## src/rtl/whack_pkg.sv

```systemverilog
// Shared types and helpers for the whack-a-mole game sequencer.
// Phase encodings match the phase output port directly.
package whack_pkg;

  typedef enum logic [1:0] {
    PH_IDLE      = 2'b00,
    PH_COUNTDOWN = 2'b01,
    PH_PLAY      = 2'b10,
    PH_OVER      = 2'b11
  } phase_t;

  localparam int unsigned DEF_N_MOLES = 5;
  localparam int unsigned DEF_SCORE_W = 16;
  localparam int unsigned DEF_LFSR_W  = 16;

  function automatic logic [4:0] popcount16(input logic [15:0] v);
    logic [4:0] n;
    n = '0;
    for (int i = 0; i < 16; i++) begin
      n = n + 5'(v[i]);
    end
    return n;
  endfunction

  // Right-shifting Galois feedback masks; maximal-length for the tabulated widths.
  function automatic logic [31:0] lfsr_taps(input int unsigned w);
    case (w)
      5:       return 32'h0000_0012;
      6:       return 32'h0000_0021;
      7:       return 32'h0000_0041;
      8:       return 32'h0000_008E;
      9:       return 32'h0000_0108;
      10:      return 32'h0000_0204;
      11:      return 32'h0000_0402;
      12:      return 32'h0000_0829;
      13:      return 32'h0000_100D;
      14:      return 32'h0000_2015;
      15:      return 32'h0000_4001;
      16:      return 32'h0000_B400;
      32:      return 32'h8020_0003;
      default: return (32'h1 << (w - 1)) | 32'h1;
    endcase
  endfunction

  function automatic logic [31:0] galois_step(input logic [31:0] s, input logic [31:0] taps);
    return (s >> 1) ^ (s[0] ? taps : 32'h0);
  endfunction

endpackage

```

## src/rtl/mole_lfsr.sv

```systemverilog
// Galois LFSR that generates mole patterns; steps once per cycle with advance high.
module mole_lfsr
  import whack_pkg::*;
#(
  parameter int unsigned       LFSR_W    = DEF_LFSR_W,
  parameter logic [LFSR_W-1:0] LFSR_SEED = LFSR_W'(16'hACE1)
) (
  input  logic              clk,
  input  logic              reset,
  input  logic              advance,
  output logic [LFSR_W-1:0] state
);

  localparam logic [31:0] Taps = lfsr_taps(LFSR_W);

  always_ff @(posedge clk or negedge reset) begin
    if (!reset) begin
      state <= LFSR_SEED;
    end else if (advance) begin
      state <= LFSR_W'(galois_step(32'(state), Taps));
    end
  end

endmodule

```

## src/rtl/whack_game_ctrl.sv

```systemverilog
// Whack-a-mole sequencer: IDLE -> countdown -> timed play -> game over, with scoring
// of switch rising edges against lit moles and a session high score.
module whack_game_ctrl
  import whack_pkg::*;
#(
  parameter int unsigned       N_MOLES      = DEF_N_MOLES,
  parameter int unsigned       SCORE_W      = DEF_SCORE_W,
  parameter int unsigned       CD_SEC       = 5,
  parameter int unsigned       GAME_SEC     = 30,
  parameter int unsigned       LFSR_W       = DEF_LFSR_W,
  parameter logic [LFSR_W-1:0] LFSR_SEED    = LFSR_W'(16'hACE1),
  parameter bit                MISS_PENALTY = 1'b0
) (
  input  logic               clk,
  input  logic               reset,
  input  logic               start,
  input  logic               tick_sec,
  input  logic               tick_step,
  input  logic [N_MOLES-1:0] switch_in,
  output logic [N_MOLES-1:0] led_out,
  output logic [1:0]         phase,
  output logic [7:0]         time_left,
  output logic [SCORE_W-1:0] score,
  output logic [SCORE_W-1:0] high_score,
  output logic [SCORE_W-1:0] disp_value,
  output logic               new_high
);

  localparam int unsigned        SumW     = SCORE_W + 5;
  localparam logic [SCORE_W-1:0] ScoreMax = '1;
  localparam logic [31:0]        Taps     = lfsr_taps(LFSR_W);
  localparam logic [7:0]         CdTime   = 8'(CD_SEC);
  localparam logic [7:0]         GameTime = 8'(GAME_SEC);

  phase_t             phase_q;
  logic [N_MOLES-1:0] led_q, sw_q;
  logic [7:0]         time_q;
  logic [SCORE_W-1:0] score_q, high_q, disp_q;
  logic               new_high_q;

  logic [LFSR_W-1:0]  lfsr_state;
  logic               lfsr_adv;
  logic [31:0]        lfsr_next;
  logic [N_MOLES-1:0] led_new;
  logic [N_MOLES-1:0] sw_edge, hit, miss;
  logic [4:0]         hit_cnt, miss_cnt;
  logic [SumW-1:0]    sum_hit;
  logic [SCORE_W-1:0] score_hit, score_play;
  logic               last_sec;
  logic               unused_lfsr;

  mole_lfsr #(
    .LFSR_W   (LFSR_W),
    .LFSR_SEED(LFSR_SEED)
  ) u_lfsr (
    .clk    (clk),
    .reset  (reset),
    .advance(lfsr_adv),
    .state  (lfsr_state)
  );

  assign last_sec = tick_sec && (time_q == 8'd1);
  assign lfsr_adv = ((phase_q == PH_PLAY) && tick_step) ||
                    ((phase_q == PH_COUNTDOWN) && last_sec);

  // The pattern loaded alongside an LFSR step is the post-step state, never all-dark.
  always_comb begin
    lfsr_next = galois_step(32'(lfsr_state), Taps);
    led_new   = lfsr_next[N_MOLES-1:0];
    if (led_new == '0) begin
      led_new = N_MOLES'(1);
    end
  end
  assign unused_lfsr = ^lfsr_next;

  assign sw_edge  = switch_in & ~sw_q;
  assign hit      = sw_edge & led_q;
  assign miss     = sw_edge & ~led_q;
  assign hit_cnt  = popcount16(16'(hit));
  assign miss_cnt = popcount16(16'(miss));

  // Hits saturate upward first, then the penalty saturates at zero.
  always_comb begin
    sum_hit    = SumW'(score_q) + SumW'(hit_cnt);
    score_hit  = (sum_hit > SumW'(ScoreMax)) ? ScoreMax : sum_hit[SCORE_W-1:0];
    score_play = score_hit;
    if (MISS_PENALTY) begin
      if (SumW'(miss_cnt) > SumW'(score_hit)) begin
        score_play = '0;
      end else begin
        score_play = score_hit - SCORE_W'(miss_cnt);
      end
    end
  end

  always_ff @(posedge clk or negedge reset) begin
    if (!reset) begin
      phase_q    <= PH_IDLE;
      led_q      <= '0;
      sw_q       <= '0;
      time_q     <= '0;
      score_q    <= '0;
      high_q     <= '0;
      disp_q     <= '0;
      new_high_q <= 1'b0;
    end else begin
      sw_q       <= switch_in;
      new_high_q <= 1'b0;
      case (phase_q)
        PH_IDLE, PH_OVER: begin
          if (start) begin
            phase_q <= PH_COUNTDOWN;
            time_q  <= CdTime;
            disp_q  <= SCORE_W'(CdTime);
          end
        end
        PH_COUNTDOWN: begin
          if (last_sec) begin
            phase_q <= PH_PLAY;
            time_q  <= GameTime;
            score_q <= '0;
            led_q   <= led_new;
            disp_q  <= '0;
          end else if (tick_sec) begin
            time_q <= time_q - 8'd1;
            disp_q <= SCORE_W'(time_q - 8'd1);
          end
        end
        PH_PLAY: begin
          score_q <= score_play;
          disp_q  <= score_play;
          led_q   <= tick_step ? led_new : (led_q & ~hit);
          if (last_sec) begin
            phase_q <= PH_OVER;
            time_q  <= '0;
            led_q   <= '0;
            if (score_play > high_q) begin
              high_q     <= score_play;
              new_high_q <= 1'b1;
            end
          end else if (tick_sec) begin
            time_q <= time_q - 8'd1;
          end
        end
      endcase
    end
  end

  assign phase      = phase_q;
  assign led_out    = led_q;
  assign time_left  = time_q;
  assign score      = score_q;
  assign high_score = high_q;
  assign disp_value = disp_q;
  assign new_high   = new_high_q;

endmodule

```

## config.mk

```make
export PLATFORM = sky130hd
export DESIGN_NAME = whack_game_ctrl
export DESIGN_NICKNAME = d
export VERILOG_FILES = /design/src/rtl/whack_pkg.sv /design/src/rtl/mole_lfsr.sv /design/src/rtl/whack_game_ctrl.sv
export SDC_FILE = /design/constraint.sdc
export NUM_CORES = 1
export LEC_CHECK = 0
export ABC_AREA = 1
export BUFFER_PORTS_ARGS = -buffer_cell sky130_fd_sc_hd__buf_4
export CAP_MARGIN = 25
export CELL_PAD_IN_SITES_DETAIL_PLACEMENT = 0
export CELL_PAD_IN_SITES_GLOBAL_PLACEMENT = 1
export CORE_MARGIN = 10
export CORE_UTILIZATION = 45
export DETAILED_ROUTE_END_ITERATION = 16
export GPL_TIMING_DRIVEN = 0
export PLACE_DENSITY_LB_ADDON = 0.1
export SYNTH_ARGS = -nofsm -noshare
export SYNTH_HDL_FRONTEND = slang
export SYNTH_SLANG_ARGS = --single-unit
export TNS_END_PERCENT = 5
```

## constraint.sdc

```tcl
create_clock -name clk -period 10.8 [get_ports clk]
set_input_delay 1.62 -clock clk [delete_from_list [all_inputs] [get_ports clk]]
set_output_delay 1.62 -clock clk [all_outputs]
set_load 0.02 [all_outputs]
```

Word-level counts from Yosys, hierarchy flattened

Cells that the tools add are included.

Register bits after elaboration: 85
Bits in latches: 0
RAM bits: 0
Memory bits (read-only): 0
Input port bits: 10
Output and inout bits: 64
Word-level logic and storage cells: 69
Memories kept: 0

Add/sub/neg operators: 7
Multipliers: 0
Divide/modulo/power cells: 0
Order comparisons: 2
Eq/ne operators: 8
Shift operators: 0
Multiplexer cells: 25
Bitwise logic cells: 6
Reductions and logical operators: 12

Operators by type and width:

| kind                                                 | number |
|---|---|
| two-way mux 16 bit                                   | 6 |
| case mux 16 bit (3 select lines)                     | 1 |
| two-way mux 8 bit                                    | 4 |
| case mux 16 bit (2 select lines)                     | 1 |
| case mux 8 bit (3 select lines)                      | 1 |
| two-way mux 5 bit                                    | 4 |
| adder 16 x 5 -> 17 bit                               | 1 |
| > comparator 17 x 16 -> 1 bit, second input constant | 1 |
| > comparator 16 bit                                  | 1 |
| XOR 15 x 16 -> 16 bit                                | 1 |
| bitwise AND 5 bit                                    | 3 |
| NOT 5 bit                                            | 2 |
| case mux 5 bit (2 select lines)                      | 1 |
| subtractor 8 x 1 -> 9 bit, second input constant     | 1 |
| equality test 8 x 1 -> 1 bit, second input constant  | 1 |
| subtractor 8 x 1 -> 8 bit, second input constant     | 1 |
| two-way mux 2 bit                                    | 3 |
| != test 2 bit, second input constant                 | 3 |
| case mux 2 bit (3 select lines)                      | 1 |
| AND reduction 3 bit                                  | 2 |
| adder 4 x 1 -> 5 bit                                 | 1 |
| zero test 5 bit                                      | 1 |
| adder 3 x 1 -> 4 bit                                 | 1 |
| equality test 2 bit, second input constant           | 2 |
| 11 further kinds                                     | 16 |

Depth between registers and ports, before layout

Gate-level depths: netlist of run 1.

Depth after elaboration: 14
Depth in mapped cells: 28
Depth with buffers taken out: 26

Cells and area by module

Synthesis of run 1 repeated with hierarchy kept, for this count alone.

Cells, all modules: 641
Area, all modules: 4877.2 sq um

By module, submodules not included:

| module          | times used | cells an instance | area each (sq um) | sequential area each (sq um) |
|---|---|---|---|---|
| whack_game_ctrl | 1          | 567               | 4205.3            | 1726.7 |
| mole_lfsr       | 1          | 74                | 671.9             | 410.4 |

Worst setup path before layout of run 1

OpenSTA, ideal clock, no wires.

Path kind: input to register
Start: in switch_in[0]
End: reg high_q[10] (netlist: high_score[10])
Setup time: 0.066 ns
Data arrival time: 5.418 ns
Data required time: 10.734 ns
Path slack: 5.316 ns
Cell stages on the path: 25
Cell sequence: inv_1 -> nor3b_1 -> fa_1 -> inv_1 -> fa_1 -> inv_1 -> ha_1 -> fa_1 -> nand2_1 -> nand2_1 -> nand2_1 -> nor2_4 -> nand4_2 -> buf_6 -> nand2_1 -> ha_1 -> nand2_1 -> nor2_1 -> nand2_1 -> nand2_1 -> nand2_1 -> nand2_1 -> clkbuf_1 -> nand3_1 -> nand2_1

Cells in the longest elaborated chain, start to end: 11

RTL lines:

| element                                | line                   | text |
|---|---|---|
| start, declared                        | whack_game_ctrl.sv:19  | `input logic [N_MOLES-1:0] switch_in,` |
| bitwise AND 5 bit *                    | whack_game_ctrl.sv:76  | `assign sw_edge = switch_in & ~sw_q;` |
| bitwise AND 5 bit *                    | whack_game_ctrl.sv:77  | `assign hit = sw_edge & led_q;` |
| adder 1 x 1 -> 2 bit *                 | whack_pkg.sv:20        | `n = n + 5'(v[i]);` |
| adder 2 x 1 -> 3 bit *                 | whack_pkg.sv:20        |  |
| adder 3 x 1 -> 4 bit *                 | whack_pkg.sv:20        |  |
| adder 4 x 1 -> 5 bit *                 | whack_pkg.sv:20        |  |
| adder 16 x 5 -> 17 bit *               | whack_game_ctrl.sv:84  | `sum_hit = SumW'(score_q) + SumW'(hit_cnt);` |
| > comparator 17 x 16 -> 1 bit          | whack_game_ctrl.sv:85  | `score_hit = (sum_hit > SumW'(ScoreMax)) ? ScoreMax : sum_hit[SCORE_W-1:0];` |
| two-way mux 16 bit *                   | whack_game_ctrl.sv:85  |  |
| net score_hit[7]                       | whack_game_ctrl.sv:48  | `logic [SCORE_W-1:0] score_hit, score_play;` |
| > comparator 16 bit *                  | whack_game_ctrl.sv:137 | `if (score_play > high_q) begin` |
| AND reduction 3 bit (no source line) * | -                      |  |
| end signal, assigned                   | whack_game_ctrl.sv:138 | `high_q <= score_play;` |
| end, declared                          | whack_game_ctrl.sv:38  | `logic [SCORE_W-1:0] score_q, high_q, disp_q;` |

The timed path passes the listed nets; every way through them passes the cells marked *.
A chain may end at the register's enable or synchronous reset.

Worst setup path in the final report of run 1

Start: in switch_in[0]
End: reg high_q[5] (netlist: high_score[5])

Same word-level chain as after synthesis.

==> impl_metrics.env, run 1 <==
export IMPL_crit_family="adder cells"
export IMPL_dieArea_um2=15100
export IMPL_maxCapViolCount=0
export IMPL_fin_crit_ns=5.80
export IMPL_required_ns=11.11
export IMPL_die_x_um=123
export IMPL_setup_violations=0
export IMPL_rsz0062_at_grt="false"
export IMPL_boundaryPins=74
export IMPL_clock_latency_ns=0.37
export IMPL_grt_overflow_total=0
export IMPL_power_density_nw_per_um2=232
export IMPL_via_count=4219
export IMPL_hold_violations=0
export IMPL_synth_distinct_cells=38
export IMPL_cp_end_kind="register"
export IMPL_crit_fanout=10
export IMPL_place_port_buffers=72
export IMPL_async_flop_share=1.00
export IMPL_htree_levels=3
export IMPL_avgSynthCellArea_um2=7.75
export IMPL_fmax_ghz=0.172
export IMPL_yosys_warnings=0
export IMPL_drc_errors=0
export IMPL_layout_setup_ws_ns=5.00
export IMPL_cts_tree="built"
export IMPL_synthFlopType="dfrtp_1"
export IMPL_regArea_um2=2140
export IMPL_ctsRootBufferMaster="clkbuf_8"
export IMPL_grt_pass1_vias=4149
export IMPL_worstMarginPinSlew_ns=0.611
export IMPL_maxSlewHeadroom=0.588
export IMPL_initial_utilization=0.461
export IMPL_routed_wl_um=12400
export IMPL_final_common_cell="nand2_1"
export IMPL_cts_buffers=9
export IMPL_fillCellCount=1055
export IMPL_ir_drop_uv=145
export IMPL_antenna_found_initial=0
export IMPL_ys_seq_area_frac=0.449
export IMPL_grt_pass1_wl_um=20300
export IMPL_cts_sinks=85
export IMPL_detail_route_antenna_nets=0
export IMPL_synth_seq_cells=85
export IMPL_holdBufCountCts=0
export IMPL_p_leak_nw=2.98
export IMPL_slowest_delay_ns=0.52
export IMPL_hpwl_um=9750
export IMPL_slew_violations=0
export IMPL_grt_max_degree=47
export IMPL_place_inst=824
export IMPL_cts_clk_slew_worst_paths_ns=0.09
export IMPL_final_cell_area_um2=5680
export IMPL_status="finished clean"
export IMPL_diodes=0
export IMPL_placed_area_um2=5500
export IMPL_cp_arrival_ns=6.12
export IMPL_slowest_stage="fa_1"
export IMPL_nets=737
export IMPL_num_rows=37
export IMPL_core_um2=10300
export IMPL_cts_resized_gates=0
export IMPL_syn_nets=653
export IMPL_min_period_over_period=0.537
export IMPL_tns_ns=0
export IMPL_drt_first_pass_iters=5
export IMPL_holdCritPathClass="reg2reg"
export IMPL_place_congestion=0.893
export IMPL_final_cell_mix="213 x nand2_1, 77 x dfrtp_1, 75 x buf_4"
export IMPL_multi_input_area_um2=2280
export IMPL_critPathMostFrequentCell="nand2_1"
export IMPL_path_class="in2reg"
export IMPL_clockBufferDepth=2
export IMPL_synth_edff_count=0
export IMPL_detail_route_wl_per_cell_um=14.7
export IMPL_area_growth_pct=19.3
export IMPL_cts_setup_buffers=0
export IMPL_grt_use_total=0.168
export IMPL_drive_above_1_share=0.169
export IMPL_synthCells=615
export IMPL_die_h_um=123
export IMPL_syn_area_um2=4760
export IMPL_skew_ns=0.00843
export IMPL_drt_vias_per_instance=5.02
export IMPL_cp_start_kind="primary input"
export IMPL_final_cells=840
export IMPL_drt_iter0_drc=217
export IMPL_hold_ws_ns=0.486
export IMPL_pre_cts_slack_ns=4.59
export IMPL_cp_num_buf_inv=6
worst register-to-register path, stage by stage (launching register included):
cell and delay [ns]:
dfrtp_1 0.41, nor3b_1 0.16, fa_1 0.50, inv_1 0.05
fa_1 0.52, inv_1 0.04, ha_1 0.21, fa_1 0.42
nand2_1 0.08, nand2_1 0.07, nand2_1 0.13, nor2_4 0.08
nand4_2 0.15, buf_6 0.17, nand2_1 0.14, ha_1 0.34
nand2_1 0.08, nor2_1 0.21, nand2_1 0.09, nand2_1 0.06
nand2_1 0.04, nand2_1 0.25, clkbuf_1 0.39, nand3_1 0.14
nand2_1 0.10
cells in the mapped netlist, types with 4 or more instances:
master	count	area, um^2
a21oi_1	24	120
buf_2	5	25.0
clkbuf_1	7	26.3
dfrtp_1	77	1930
dfstp_2	8	210
ha_1	25	313
inv_1	68	255
nand2_1	213	800
nand3_1	31	155
nand4_1	5	31.3
nor2_1	45	169
o21ai_0	54	270
o21ai_1	4	20.0
xnor2_1	5	43.8
xor2_1	8	70.1
layout make-up:
class                      instances  area share
multi-input combinational        444       0.401
sequential                        85       0.376
timing repair buffer              73      0.0999
inverter                          70      0.0462
tap                              136      0.0299
clock buffer                       9      0.0218
buffer                            16      0.0150
clock inverter                     7      0.0103
report_power, final:
group	total (mW)	switching, mW	internal (mW)
Combinational	0.630	0.419	0.211
Clock	0.216	0.130	0.0867
Sequential	0.470	0.0603	0.410
Total	1.32	0.609	0.708
final timing paths:
check / start / to / slack, ns / cells after the start
worst max-delay path: switch_in[0] / high_score[5]$_DFFE_PN0P_ / 5.00 / 26
worst min register to register: u_lfsr.state[7]$_DFFE_PN1P_ / u_lfsr.state[6]$_DFFE_PN1P_ / 0.49 / 2
worst min-delay path: u_lfsr.state[7]$_DFFE_PN1P_ / u_lfsr.state[6]$_DFFE_PN1P_ / 0.49 / 2
worst max register to register: led_out[0]$_DFFE_PN0P_ / high_score[5]$_DFFE_PN0P_ / 5.91 / 24
max in group asynchronous: reset / u_lfsr.state[11]$_DFFE_PN1P_ / 8.89 / 2
min in group asynchronous: reset / new_high$_DFF_PN0_ / 1.22 / 1
metal layers:
metal  vias to the layer above  GRT usage  share of wire
met5                         -          0              0
met4                         0     0.0641          0.015
met3                        13     0.0335          0.052
met2                        74      0.281           0.48
met1                      2009      0.210           0.45
li1                       2123          -              -
cells by family after synthesis:
family / share of synthesized area
xor+xnor: 0.0239
mux: 0.00473
fa+ha+maj: 0.0783
simple gates: 0.268
compound gates: 0.103
buf+inv: 0.0730
flops: 0.449
stage by stage:
| step | util | power [mW] |
|---|---|---|
| CTS | 0.551 | 1.33 |
| global route | 0.551 | 1.43 |
| finish | 0.551 | 1.32 |
| global placement | 0.530 | 1.10 |
| floorplan | - | 0.891 |
| detailed placement | 0.533 | 1.11 |
registers in the layout (all words and copies together) (netlist names):
register,flops
phase,2
high_score,16
disp_value,16
time_left,8
sw_q,5
u_lfsr.state,16
score,16
new_high,1
led_out,5
No activity file was read; power rests on OpenSTA's default activity.
==> inputs of run 2 (changes only) <==
--- a/config.mk
+++ b/config.mk
@@ -11,7 +11,7 @@
 export CELL_PAD_IN_SITES_DETAIL_PLACEMENT = 0
 export CELL_PAD_IN_SITES_GLOBAL_PLACEMENT = 1
 export CORE_MARGIN = 10
-export CORE_UTILIZATION = 45
+export CORE_UTILIZATION = 38
 export DETAILED_ROUTE_END_ITERATION = 16
 export GPL_TIMING_DRIVEN = 0
 export PLACE_DENSITY_LB_ADDON = 0.1
==> constraint.sdc (replaced) <==
create_clock -name clk -period 5.29 [get_ports clk]
set_input_delay 0.7935 -clock clk [delete_from_list [all_inputs] [get_ports clk]]
set_output_delay 0.7935 -clock clk [all_outputs]
set_load 0.02 [all_outputs]
==> run 2 against run 1 <==
Compared with the run above: utilization shrank 6.9 points; non-clock buffer count stayed put; largest cell class unchanged; first-iteration DRC count grew 12%; clock skew decreased by 0.0018 ns; wire length rose by 1.2%; die area increased by 15%; critical path type unchanged.
==> impl_metrics.env, run 2 (synthesis results as in run 1) <==
export IMPL_status="finished clean"
export IMPL_area_growth_pct=23.0
export IMPL_die_x_um=132
export IMPL_detail_route_antenna_nets=0
export IMPL_fmax_ghz=0.205
export IMPL_htree_levels=3
export IMPL_hold_violations=0
export IMPL_boundaryPins=74
export IMPL_pre_cts_slack_ns=-0.0945
export IMPL_cp_end_kind="register"
export IMPL_regArea_um2=2140
export IMPL_die_h_um=132
export IMPL_drt_first_pass_iters=4
export IMPL_cp_arrival_ns=5.10
export IMPL_cp_start_kind="primary input"
export IMPL_tns_ns=0
export IMPL_cp_num_buf_inv=6
export IMPL_maxCapViolCount=0
export IMPL_min_period_over_period=0.920
export IMPL_cts_sinks=85
export IMPL_cts_clk_slew_worst_paths_ns=0.06
export IMPL_cts_buffers=9
export IMPL_crit_family="adder cells"
export IMPL_reg2reg_slack_ns=0.54
export IMPL_path_class="in2reg"
export IMPL_multi_input_area_um2=2280
export IMPL_num_rows=40
export IMPL_critPathMostFrequentCell="nand2_1"
export IMPL_grt_pass1_wl_um=21200
export IMPL_startpoint="switch_in[0]"
export IMPL_drc_errors=0
export IMPL_core_um2=12200
export IMPL_nets=737
export IMPL_cts_setup_buffers=0
export IMPL_final_cells=872
export IMPL_slew_violations=0
export IMPL_grt_overflow_total=0
export IMPL_place_congestion=0.910
export IMPL_endpoint="high_score[11]$_DFFE_PN0P_"
export IMPL_holdCritPathClass="in2async"
export IMPL_routed_wl_um=12500
export IMPL_r2r_start="led_out[0]$_DFFE_PN0P_"
export IMPL_worstMarginPinSlew_ns=0.627
export IMPL_antenna_found_initial=0
export IMPL_clock_latency_ns=0.35
export IMPL_drive_above_1_share=0.170
export IMPL_drt_vias_per_instance=4.73
export IMPL_slowest_delay_ns=0.53
export IMPL_timing_rr_end="high_score[11]$_DFFE_PN0P_"
export IMPL_cp_num_cells=27
export IMPL_grt_max_degree=64
export IMPL_hpwl_um=9860
export IMPL_ir_drop_uv=295
export IMPL_drt_iter0_drc=243
export IMPL_setup_violations=0
export IMPL_fin_crit_ns=4.87
export IMPL_via_count=4126
export IMPL_layout_setup_ws_ns=0.424
export IMPL_p_leak_nw=3.05
export IMPL_detail_route_wl_per_cell_um=14.4
export IMPL_final_common_cell="nand2_1"
export IMPL_grt_use_total=0.149
export IMPL_rsz0062_at_grt="false"
export IMPL_required_ns=5.53
export IMPL_holdBufCountCts=0
export IMPL_skew_ns=0.00659
export IMPL_clockBufferDepth=2
export IMPL_diodes=0
export IMPL_initial_utilization=0.392
export IMPL_maxSlewHeadroom=0.582
export IMPL_cts_resized_gates=0
export IMPL_crit_fanout=10
export IMPL_dieArea_um2=17400
export IMPL_fillCellCount=1267
export IMPL_final_cell_mix="213 x nand2_1, 77 x dfrtp_1, 75 x buf_4"
export IMPL_ctsRootBufferMaster="clkbuf_16"
export IMPL_place_inst=856
export IMPL_hold_ws_ns=0.341
export IMPL_slowest_stage="fa_1"
export IMPL_cts_tree="built"
export IMPL_place_port_buffers=72
export IMPL_reg2reg_depth=25
export IMPL_grt_pass1_vias=4103
export IMPL_power_density_nw_per_um2=502
[run 2: cell count changes in the layout (fill, tap and decap cells not counted), sizes merged]
cell | previous run | this run
clkbuf | 16 | 17
inv | 71 | 72
bufinv | 0 | 1
clkinv | 5 | 2
[run 2: layer usage]
metal / track usage / vias up / part of all wire
li1: - / 2126 / -
met1: 0.190 / 1924 / 0.48
met2: 0.240 / 70 / 0.47
met3: 0.0465 / 6 / 0.042
met4: 0.0334 / 0 / 0.0083
met5: 0 / - / 0
[run 2: power by group]
group          switching (mW)  internal [mW]  leakage [nW]
sequential              0.126          0.838          1.11
clock                   0.286          0.388         0.153
combinational           0.871          0.432          1.79
[run 2: area by class of cell]
type / count / share of cell area
Buffer: 16 / 0.0147
Clock buffer: 10 / 0.0408
Clock inverter: 6 / 0.0132
Inverter: 70 / 0.0448
Multi-Input combinational cell: 444 / 0.389
Sequential cell: 85 / 0.365
Tap cell: 168 / 0.0359
Timing Repair Buffer: 73 / 0.0969
[run 2: worst min path at each step]
stage	end	slack, ns	cells after the start
after floorplan	u_lfsr.state[6]$_DFFE_PN1P_	0.45	2
after global placement	u_lfsr.state[3]$_DFFE_PN0P_	0.46	2
after detailed placement	u_lfsr.state[6]$_DFFE_PN1P_	0.46	2
after CTS	high_score[2]$_DFFE_PN0P_	0.35	1
after global routing	high_score[2]$_DFFE_PN0P_	0.35	1
final	high_score[2]$_DFFE_PN0P_	0.34	1
[run 2: stage by stage]
step	utilization	area, um^2	total power [mW]
5_1_grt	0.482	5860	3.19
3_3_place_gp	0.453	5510	2.27
6_report	0.482	5860	2.94
2_1_floorplan	-	4760	1.82
3_5_place_dp	0.456	5540	2.29
4_1_cts	0.482	5860	2.98
[run 2: worst reg2reg max path, cell delays in order, from the launching register on]
cell,delay [ns]
dfrtp_1,0.40
nor3b_1,0.17
fa_1,0.51
inv_1,0.06
fa_1,0.53
inv_1,0.04
ha_1,0.21
fa_1,0.41
nand2_1,0.08
nand2_1,0.07
nand2_1,0.13
nor2_4,0.08
nand4_2,0.16
buf_6,0.18
nand2_1,0.12
ha_1,0.31
nand2_1,0.07
nor2_1,0.21
nand2_1,0.09
nand2_1,0.07
nand2_1,0.05
nand2_1,0.25
nand2_4,0.13
buf_4,0.20
nand2_1,0.06
nand2_1,0.05
==> inputs of run 3 (changes only) <==
--- a/config.mk
+++ b/config.mk
@@ -15,6 +15,7 @@
 export DETAILED_ROUTE_END_ITERATION = 16
 export GPL_TIMING_DRIVEN = 0
 export PLACE_DENSITY_LB_ADDON = 0.1
+export REMOVE_ABC_BUFFERS = 1
 export SYNTH_ARGS = -nofsm -noshare
 export SYNTH_HDL_FRONTEND = slang
 export SYNTH_SLANG_ARGS = --single-unit
==> run 3 against run 2 <==
Compared with the run above: critical path type unchanged; sequential power rose by 0.4%; die area did not move; total power fell by 2.2%; combinational power barely moved; largest cell class unchanged; wire length fell by 4.1%; via count fell by 2.1%; non-clock buffer count fell by 12.
==> impl_metrics.env, run 3 (synthesis results as in run 1) <==
export IMPL_die_x_um=132
export IMPL_grt_use_total=0.143
export IMPL_detail_route_antenna_nets=0
export IMPL_place_congestion=0.815
export IMPL_diodes=0
export IMPL_dieArea_um2=17400
export IMPL_fin_crit_ns=4.71
export IMPL_cp_num_buf_inv=5
export IMPL_drt_vias_per_instance=4.70
export IMPL_grt_max_degree=61
export IMPL_detail_route_wl_per_cell_um=14.0
export IMPL_crit_fanout=17
export IMPL_boundaryPins=74
export IMPL_worstMarginPinSlew_ns=0.749
export IMPL_status="finished clean"
export IMPL_cts_sinks=85
export IMPL_cp_arrival_ns=4.94
export IMPL_via_count=4039
export IMPL_nets=725
export IMPL_slowest_stage="fa_1"
export IMPL_power_density_nw_per_um2=495
export IMPL_critPathMostFrequentCell="nand2_1"
export IMPL_hpwl_um=9340
export IMPL_grt_overflow_total=0
export IMPL_p_leak_nw=3.02
export IMPL_initial_utilization=0.392
export IMPL_layout_setup_ws_ns=0.584
export IMPL_multi_input_area_um2=2300
export IMPL_final_cell_area_um2=5810
export IMPL_rsz0062_at_grt="false"
export IMPL_routed_wl_um=12000
export IMPL_grt_pass1_vias=4006
export IMPL_cp_end_kind="register"
export IMPL_crit_family="simple AND/OR/NAND/NOR gates"
export IMPL_setup_violations=0
export IMPL_area_growth_pct=22.1
export IMPL_grt_pass1_wl_um=20500
export IMPL_drt_first_pass_iters=4
export IMPL_placed_area_um2=5510
export IMPL_post_route_util=0.478
export IMPL_hold_violations=0
export IMPL_path_class="in2reg"
export IMPL_required_ns=5.52
export IMPL_die_h_um=132
export IMPL_maxSlewHeadroom=0.501
export IMPL_cts_clk_slew_worst_paths_ns=0.07
export IMPL_holdCritPathClass="in2async"
export IMPL_skew_ns=0.00984
export IMPL_htree_levels=3
export IMPL_holdBufCountCts=0
export IMPL_drive_above_1_share=0.168
export IMPL_antenna_found_initial=0
export IMPL_drc_errors=0
export IMPL_min_period_over_period=0.890
export IMPL_slew_violations=0
export IMPL_core_um2=12200
export IMPL_ctsRootBufferMaster="clkbuf_16"
export IMPL_pre_cts_slack_ns=-0.178
export IMPL_cts_tree="built"
export IMPL_final_cell_mix="212 x nand2_1, 77 x dfrtp_1, 73 x buf_4"
export IMPL_final_common_cell="nand2_1"
export IMPL_clock_latency_ns=0.35
export IMPL_cts_buffers=9
export IMPL_place_port_buffers=73
export IMPL_crit_chain="buf_4 > inv_1 > nor3b_1 > fa_1 > inv_1 > fa_1 > inv_1 > ha_1 > fa_1 > nand2_1 > nand2_1 > nand2_1 > nor2_4 > nand4_4 > nand3_1 > ha_1 > nand2_1 > nor2_1 > nand2_1 > inv_1 > a31oi_4 > nand2_4 > nand2_1 > nand2_1"
export IMPL_slowest_delay_ns=0.47
export IMPL_fmax_ghz=0.212
export IMPL_fillCellCount=1286
export IMPL_ir_drop_uv=289
export IMPL_clockBufferDepth=2
export IMPL_regArea_um2=2140
export IMPL_maxCapViolCount=0
export IMPL_num_rows=40
export IMPL_cp_start_kind="primary input"
export IMPL_drt_iter0_drc=178
export IMPL_tns_ns=0
-- run 3: cell count changes in the layout (fill, tap and decap cells not counted), sizes merged --
| cell | delta |
|---|---|
| buf | -5 |
| bufinv | -1 |
| clkinv | +1 |
| clkbuf | -7 |
-- run 3: worst paths after layout --
path	start	end	slack, ns	cells past startpoint
min reg2reg	u_lfsr.state[7]$_DFFE_PN1P_	u_lfsr.state[6]$_DFFE_PN1P_	0.47	2
max in group asynchronous	reset	u_lfsr.state[15]$_DFFE_PN1P_	4.25	2
max	switch_in[0]	high_score[11]$_DFFE_PN0P_	0.58	24
max reg2reg	led_out[0]$_DFFE_PN0P_	high_score[11]$_DFFE_PN0P_	0.72	22
min in group clk	u_lfsr.state[7]$_DFFE_PN1P_	u_lfsr.state[6]$_DFFE_PN1P_	0.47	2
min	reset	high_score[15]$_DFFE_PN0P_	0.36	1
-- run 3: stage by stage --
| stage | hold WS (ns) | power [mW] | std cells |
|---|---|---|---|
| after global routing | 0.385 | 3.14 | 860 |
| after floorplan | 0.446 | 1.79 | 599 |
| after CTS | 0.366 | 2.91 | 860 |
| after global placement | 0.464 | 2.22 | 840 |
| after detailed placement | 0.462 | 2.28 | 844 |
| final | 0.362 | 2.88 | 860 |
-- run 3: layer usage --
metal,vias up,global-route usage,part of all wire
met5,-,0,0
met4,0,0.0488,0.013
met3,10,0.0347,0.038
met2,61,0.218,0.45
met1,1855,0.191,0.50
li1,2113,-,-
-- run 3: final cells by class --
type                            count  share of cell area
Multi-Input combinational cell    444               0.395
Sequential cell                    85               0.368
Timing Repair Buffer               77               0.105
Inverter                           70              0.0452
Clock buffer                       10              0.0411
Tap cell                          168              0.0362
Clock inverter                      6             0.00925
-- run 3: power by group --
part           switching, mW  internal (mW)
Sequential             0.130          0.839
Combinational          0.843          0.442
Clock                  0.284          0.340
-- run 3: worst reg2reg max path: stages, from the launching register on --
cell     delay (ns)
dfrtp_1        0.39
nor3b_1        0.16
fa_1           0.50
inv_1          0.05
fa_1           0.53
inv_1          0.04
ha_1           0.21
fa_1           0.41
nand2_1        0.08
nand2_1        0.07
nand2_1        0.14
nor2_4         0.09
nand4_4        0.17
nand3_1        0.23
ha_1           0.35
nand2_1        0.08
nor2_1         0.05
nand2_1        0.05
inv_1          0.07
a31oi_4        0.41
nand2_4        0.21
nand2_1        0.11
nand2_1        0.05
-- run 3: repair_timing --
item,4_1_cts,5_1_grt
hold endpoints to repair,0,0
setup buffers,0,0
gates resized for setup,0,3
setup endpoints to repair,0,17
